**config.mk**
```make
export PLATFORM = sky130hd
export DESIGN_NAME = program_loader_flat
export DESIGN_NICKNAME = d
export VERILOG_FILES = /design/src/rtl/program_loader_pkg.sv /design/src/rtl/program_loader_if.sv /design/src/rtl/program_loader.sv /design/src/flat_wrapper.sv
export SDC_FILE = /design/constraint.sdc
export NUM_CORES = 1
export LEC_CHECK = 0
export CORE_MARGIN = 3
export CORE_UTILIZATION = 50
export CTS_CLUSTER_SIZE = 28
export DETAILED_ROUTE_END_ITERATION = 10
export PLACE_DENSITY_LB_ADDON = 0.08
export SLEW_MARGIN = 20
export SYNTH_ARGS = -nofsm -noshare
export SYNTH_HDL_FRONTEND = slang
export SYNTH_SLANG_ARGS = --single-unit
```
**constraint.sdc**
```tcl
create_clock -name clk -period 4.79 [get_ports clk]
set_clock_uncertainty 0.1 [all_clocks]
set_input_delay 0.7185 -clock clk [delete_from_list [all_inputs] [get_ports clk]]
set_output_delay 0.7185 -clock clk [all_outputs]
set_load 0.01 [all_outputs]
```
**src/rtl/program_loader_pkg.sv**
```systemverilog
// Shared types and sizes for the boot-time program loader.
package program_loader_pkg;

    localparam int unsigned WORD_SIZE = 8;
    localparam int unsigned ADDR_W    = 8;
    localparam int unsigned BYTE_W    = 8;

    typedef enum logic [2:0] {
        LDR_IDLE = 3'd0,
        LDR_LEN  = 3'd1,
        LDR_ADDR = 3'd2,
        LDR_DATA = 3'd3,
        LDR_SUM  = 3'd4,
        LDR_ERR  = 3'd5
    } ldr_state_e;

    typedef struct packed {
        logic [ADDR_W-1:0]    addr;
        logic [WORD_SIZE-1:0] data;
    } ram_wr_t;

    // States in which a frame is being received and bytes are accepted.
    function automatic logic frame_active(input ldr_state_e s);
        return (s == LDR_LEN) || (s == LDR_ADDR) || (s == LDR_DATA) || (s == LDR_SUM);
    endfunction

endpackage

```
**src/rtl/program_loader_if.sv**
```systemverilog
// Host byte stream and RAM write port of the program loader.
interface program_loader_if;
    import program_loader_pkg::*;

    logic                 in_valid;
    logic [BYTE_W-1:0]    in_data;
    logic                 in_ready;
    logic                 ram_wren;
    logic [ADDR_W-1:0]    ram_addr;
    logic [WORD_SIZE-1:0] ram_data;

    modport master (
        input  in_valid, in_data,
        output in_ready, ram_wren, ram_addr, ram_data
    );

    modport slave (
        output in_valid, in_data,
        input  in_ready, ram_wren, ram_addr, ram_data
    );
endinterface

```
**src/rtl/program_loader.sv**
```systemverilog
// Receives a framed program image (length, address, payload, checksum) and writes
// it to RAM, holding the CPU in reset until a load completes with a good checksum.
module program_loader
    import program_loader_pkg::*;
(
    input  logic                    clk,
    input  logic                    rst,
    input  logic                    start,
    program_loader_if.master        bus,
    output logic                    cpu_rst,
    output logic                    busy,
    output logic                    done,
    output logic                    err
);

    ldr_state_e          state_q, state_d;
    logic [ADDR_W-1:0]   ptr_q, ptr_d;
    logic [BYTE_W-1:0]   sum_q, sum_d;
    logic [BYTE_W-1:0]   rem_q, rem_d;
    ram_wr_t             wr_q, wr_d;
    logic                wren_q, wren_d;
    logic                in_ready_q, in_ready_d;
    logic                busy_q, busy_d;
    logic                done_q, done_d;
    logic                err_q, err_d;
    logic                cpu_rst_q, cpu_rst_d;
    logic                accept;

    assign accept = bus.in_valid & in_ready_q;

    // Frame sequencing, checksum accumulation and RAM write generation.
    always_comb begin
        state_d   = state_q;
        ptr_d     = ptr_q;
        sum_d     = sum_q;
        rem_d     = rem_q;
        wr_d      = wr_q;
        wren_d    = 1'b0;
        done_d    = 1'b0;
        err_d     = err_q;
        cpu_rst_d = cpu_rst_q;

        case (state_q)
            LDR_IDLE, LDR_ERR: begin
                if (start) begin
                    state_d   = LDR_LEN;
                    err_d     = 1'b0;
                    sum_d     = '0;
                    cpu_rst_d = 1'b1;
                end
            end
            LDR_LEN: begin
                if (accept) begin
                    rem_d   = bus.in_data;
                    state_d = LDR_ADDR;
                end
            end
            LDR_ADDR: begin
                if (accept) begin
                    ptr_d   = ADDR_W'(bus.in_data);
                    state_d = LDR_DATA;
                end
            end
            LDR_DATA: begin
                if (accept) begin
                    wren_d       = 1'b1;
                    wr_d.addr    = ptr_q;
                    wr_d.data    = WORD_SIZE'(bus.in_data);
                    ptr_d        = ptr_q + ADDR_W'(1);
                    sum_d        = sum_q + bus.in_data;
                    // A stored length of 0 wraps to 255 here, giving 256 payload bytes.
                    rem_d        = rem_q - BYTE_W'(1);
                    if (rem_q == BYTE_W'(1)) begin
                        state_d = LDR_SUM;
                    end
                end
            end
            LDR_SUM: begin
                if (accept) begin
                    if (bus.in_data == sum_q) begin
                        state_d   = LDR_IDLE;
                        done_d    = 1'b1;
                        cpu_rst_d = 1'b0;
                    end else begin
                        state_d   = LDR_ERR;
                        err_d     = 1'b1;
                    end
                end
            end
            default: state_d = LDR_IDLE;
        endcase

        in_ready_d = frame_active(state_d);
        busy_d     = frame_active(state_d);
    end

    always_ff @(posedge clk) begin
        if (rst) begin
            state_q    <= LDR_IDLE;
            ptr_q      <= '0;
            sum_q      <= '0;
            rem_q      <= '0;
            wr_q       <= '0;
            wren_q     <= 1'b0;
            in_ready_q <= 1'b0;
            busy_q     <= 1'b0;
            done_q     <= 1'b0;
            err_q      <= 1'b0;
            cpu_rst_q  <= 1'b1;
        end else begin
            state_q    <= state_d;
            ptr_q      <= ptr_d;
            sum_q      <= sum_d;
            rem_q      <= rem_d;
            wr_q       <= wr_d;
            wren_q     <= wren_d;
            in_ready_q <= in_ready_d;
            busy_q     <= busy_d;
            done_q     <= done_d;
            err_q      <= err_d;
            cpu_rst_q  <= cpu_rst_d;
        end
    end

    assign bus.in_ready = in_ready_q;
    assign bus.ram_wren = wren_q;
    assign bus.ram_addr = wr_q.addr;
    assign bus.ram_data = wr_q.data;
    assign cpu_rst      = cpu_rst_q;
    assign busy         = busy_q;
    assign done         = done_q;
    assign err          = err_q;

endmodule
```
**src/flat_wrapper.sv**
```systemverilog
// flat-port wrapper written by rule: the top's interface ports become plain ports
module program_loader_flat import program_loader_pkg::*;
  (clk, rst, start, cpu_rst, busy, done, err, bus_in_valid, bus_in_data, bus_in_ready, bus_ram_wren, bus_ram_addr, bus_ram_data);
  program_loader_if bus_i ();
  input  logic clk;
  input  logic rst;
  input  logic start;
  output logic cpu_rst;
  output logic busy;
  output logic done;
  output logic err;
  input wire logic [$bits(bus_i.in_valid)-1:0] bus_in_valid;
  input wire logic [$bits(bus_i.in_data)-1:0] bus_in_data;
  output wire logic [$bits(bus_i.in_ready)-1:0] bus_in_ready;
  output wire logic [$bits(bus_i.ram_wren)-1:0] bus_ram_wren;
  output wire logic [$bits(bus_i.ram_addr)-1:0] bus_ram_addr;
  output wire logic [$bits(bus_i.ram_data)-1:0] bus_ram_data;
  assign bus_i.in_valid = bus_in_valid;
  assign bus_i.in_data = bus_in_data;
  assign bus_in_ready = bus_i.in_ready;
  assign bus_ram_wren = bus_i.ram_wren;
  assign bus_ram_addr = bus_i.ram_addr;
  assign bus_ram_data = bus_i.ram_data;
  program_loader u_core (.clk(clk), .rst(rst), .start(start), .bus(bus_i), .cpu_rst(cpu_rst), .busy(busy), .done(done), .err(err));
endmodule
```
==> impl_metrics.ini <==
[clock_tree]
cts_buffer_depth = 2
cts_sinks = 48
cts_tree = done
ctsResizeCount = 0
cts_post_setup_buffers_inserted = 0
clock_latency_ps = 300
cts_root_buf = clkbuf_8
cts_made_buffers = 5
clk_pin_slew_worst_paths_ps = 80
htreeDepth = 2
hold_buffers = 0

[die]
fp-row-count = 25
die-area_um2 = 5900
initial_core_util_pct = 52.4
die_h_um = 76.8
die_width_um = 76.8
fp.coreArea_um2 = 4790
io_pins = 34

[synthesis]
synth_top_area_share_pct = 38.3
synth.most_common_cell = nand2_1
synth_ff_type = dfxtp_1
yosys.area.top_type = dfxtp_1
async_flop_share_pct = 0
synth_seq_area_share_pct = 38.3
synthDistinctLibCells = 53
postSynthAreaPerCell_um2 = 7.88
ys_warn_count = 0
synth-seq-cells = 48
syn_area_um2 = 2510
synthTopCellsByCount = nand2_1 (62), dfxtp_1 (48), a21oi_1 (38)
synth_edf_count = 0
synthTopCellsByArea = dfxtp_1 (38%), nand2_1 (9.3%), a21oi_1 (7.6%), ha_1 (5.0%), nor2_1 (4.0%)
syn_nets = 341
syn-instance-count = 318

[global_route]
grtUsageTotal_pct = 21.0
grt_pass1_vias = 2135
grt_pass1_wl_um = 10100
grt_max_degree = 30
overflow = 0
antenna_found_initial = 0

[worst_setup_path]
cp_max_fo = 20
critPathLaunchType = input port
cp_cell_sequence = clkdlybuf4s50_1 -> and4b_1 -> nand2_1 -> o2bb2ai_1 -> nor2b_1 -> a31o_2
crit_type = in2reg
r2r_slack_ps = 1970
max_stage_delay_ps = 600
critical-path-top-delay-family = simple AND/OR/NAND/NOR gates
cp.arrival_ps = 3040
worst-path-buf-inv = 1
end_kind = flip-flop
cp.required_ps = 4940
cpMaxStageDelayCell = clkdlybuf4s50_1

[flow_run]
cap_violations = 0

[detailed_routing]
routed_wl_um = 5990
drt_iter0_drc = 208
dr.pass1.iters = 4
wire_per_inst_um = 14.7
num_vias = 2356
ant_nets = 0
avgViaCountPerCell = 5.77
route.detailed.drc = 0

[timing]
slew_headroom_pct = 40.8
fmax_mhz = 346
fin_crit_sh_pct = 60.3
finalSetupTns_ps = 0
tightest_slew_ps = 884
rsz0062_at_grt = no
period_needed_ps = 2890
setup_viol_count_final = 0
drv_slew = 0
hold_viol = 0
fin_hold_ws_ps = 356

[placement]
dp_hpwl_um = 4240
placed_cell_area_um2 = 2830
port_buffers = 33
place_congestion = 0.828

[finish]
final_area_um2 = 2900
fillCellCount = 453
syn_to_final_growth_pct = 15.8
multi_input_area_um2 = 1420
fin_nets = 364
seq_area_um2 = 961
antenna_cells = 0
drive_above_1_share_pct = 4.69

[power_and_ir_drop]
switchingPower_uw = 174
leakagePower_nw = 1.04
intPower_uw = 527
combPwrFrac_pct = 9.0
peakVddDrop_mv = 0.233
switching_share_pct = 24.8
p_per_area_nw_per_um2 = 242
pwr-share-seq_pct = 58.2
clkPwrFrac_pct = 32.7

[outcome]
status = complete, no violations

[worst_hold_path]
hold_class = reg2reg
[cell families after synthesis]
family                   synth area share (%)
AO/OA/AOI/OAI                            23.1
XOR/XNOR                                 2.10
adder cells (fa/ha/maj)                  5.79
buffers and inverters                    4.99
flip-flops                               38.3
AND/OR/NAND/NOR                          25.7
[through the flow]
stage          std cells  util, %  setup WS (ps)  power [mW]
3_5_place_dp         401     59.0           1560       0.481
6_report             408     60.7           1900       0.702
4_1_cts              408     60.7           1880       0.704
3_3_place_gp         401     59.0           1690       0.480
2_1_floorplan        318        -           2430       0.456
5_1_grt              408     60.7           1700       0.732
[path summary, 6_finish.rpt]
kind | from | endpoint | depth (start not counted)
max reg2reg | u_core.state_q[0] | u_core.bus.in_ready | 5
min reg2reg | u_core.bus.ram_data[1] | u_core.bus.ram_data[1] | 2
min | u_core.bus.ram_data[1] | u_core.bus.ram_data[1] | 2
max | bus_in_valid | u_core.bus.in_ready | 6
[cell usage in the layout (no fill, tap or decap), drive strengths merged, types with 3 or more instances in the layout]
master / Yosys / final
o22ai: 3 / 3
a31oi: 6 / 6
xor2: 3 / 3
nand3: 11 / 11
nand4: 4 / 4
xnor2: 3 / 3
clkdlybuf4s50: 0 / 33
nand2b: 4 / 4
a21oi: 38 / 38
nor3: 4 / 4
nor2: 28 / 28
dfxtp: 48 / 48
inv: 4 / 4
ha: 10 / 10
clkbuf: 8 / 6
a211oi: 5 / 5
o31ai: 3 / 3
nand3b: 5 / 5
a22oi: 8 / 8
o21ai: 20 / 20
nand2: 62 / 62
[state kept, by name, indices dropped and copies added (netlist names)]
name,count
u_core.rem_q,8
u_core.bus.ram_data,8
u_core.bus.ram_wren,1
u_core.cpu_rst,1
u_core.done,1
u_core.ptr_q,8
u_core.sum_q,8
u_core.err,1
u_core.bus.in_ready,1
u_core.bus.ram_addr,8
u_core.state_q,3
[layout make-up]
cell class	instances	share of cell area (%)
tap	67	2.89
timing repair buffer	35	11.9
clock inverter	1	0.172
inverter	4	0.517
sequential	48	33.1
clock buffer	6	2.50
multi-input combinational	247	48.9
[worst register-to-register path: cells and delay by family, from the launching register on]
family	cells	cell delay (ps)
compound gates	2	530
flops	1	640
simple gates	3	1510
[power groups by stage]
stage | Combinational [mW] | Clock, mW | Sequential (mW)
CTS | 0.0629 | 0.233 | 0.408
finish | 0.0634 | 0.230 | 0.409
floorplan | 0.0411 | 0 | 0.415
global placement | 0.0622 | 0 | 0.418
detailed placement | 0.0626 | 0 | 0.418
global route | 0.0691 | 0.253 | 0.410
[per-layer routing]
layer	vias up	global-route usage [%]	part of all wire, %
li1	1177	-	-
met1	1094	28.3	47
met2	78	33.7	46
met3	7	3.76	6.0
met4	0	6.88	1.0
met5	-	0	0
Power figures use the tool's default switching activity.
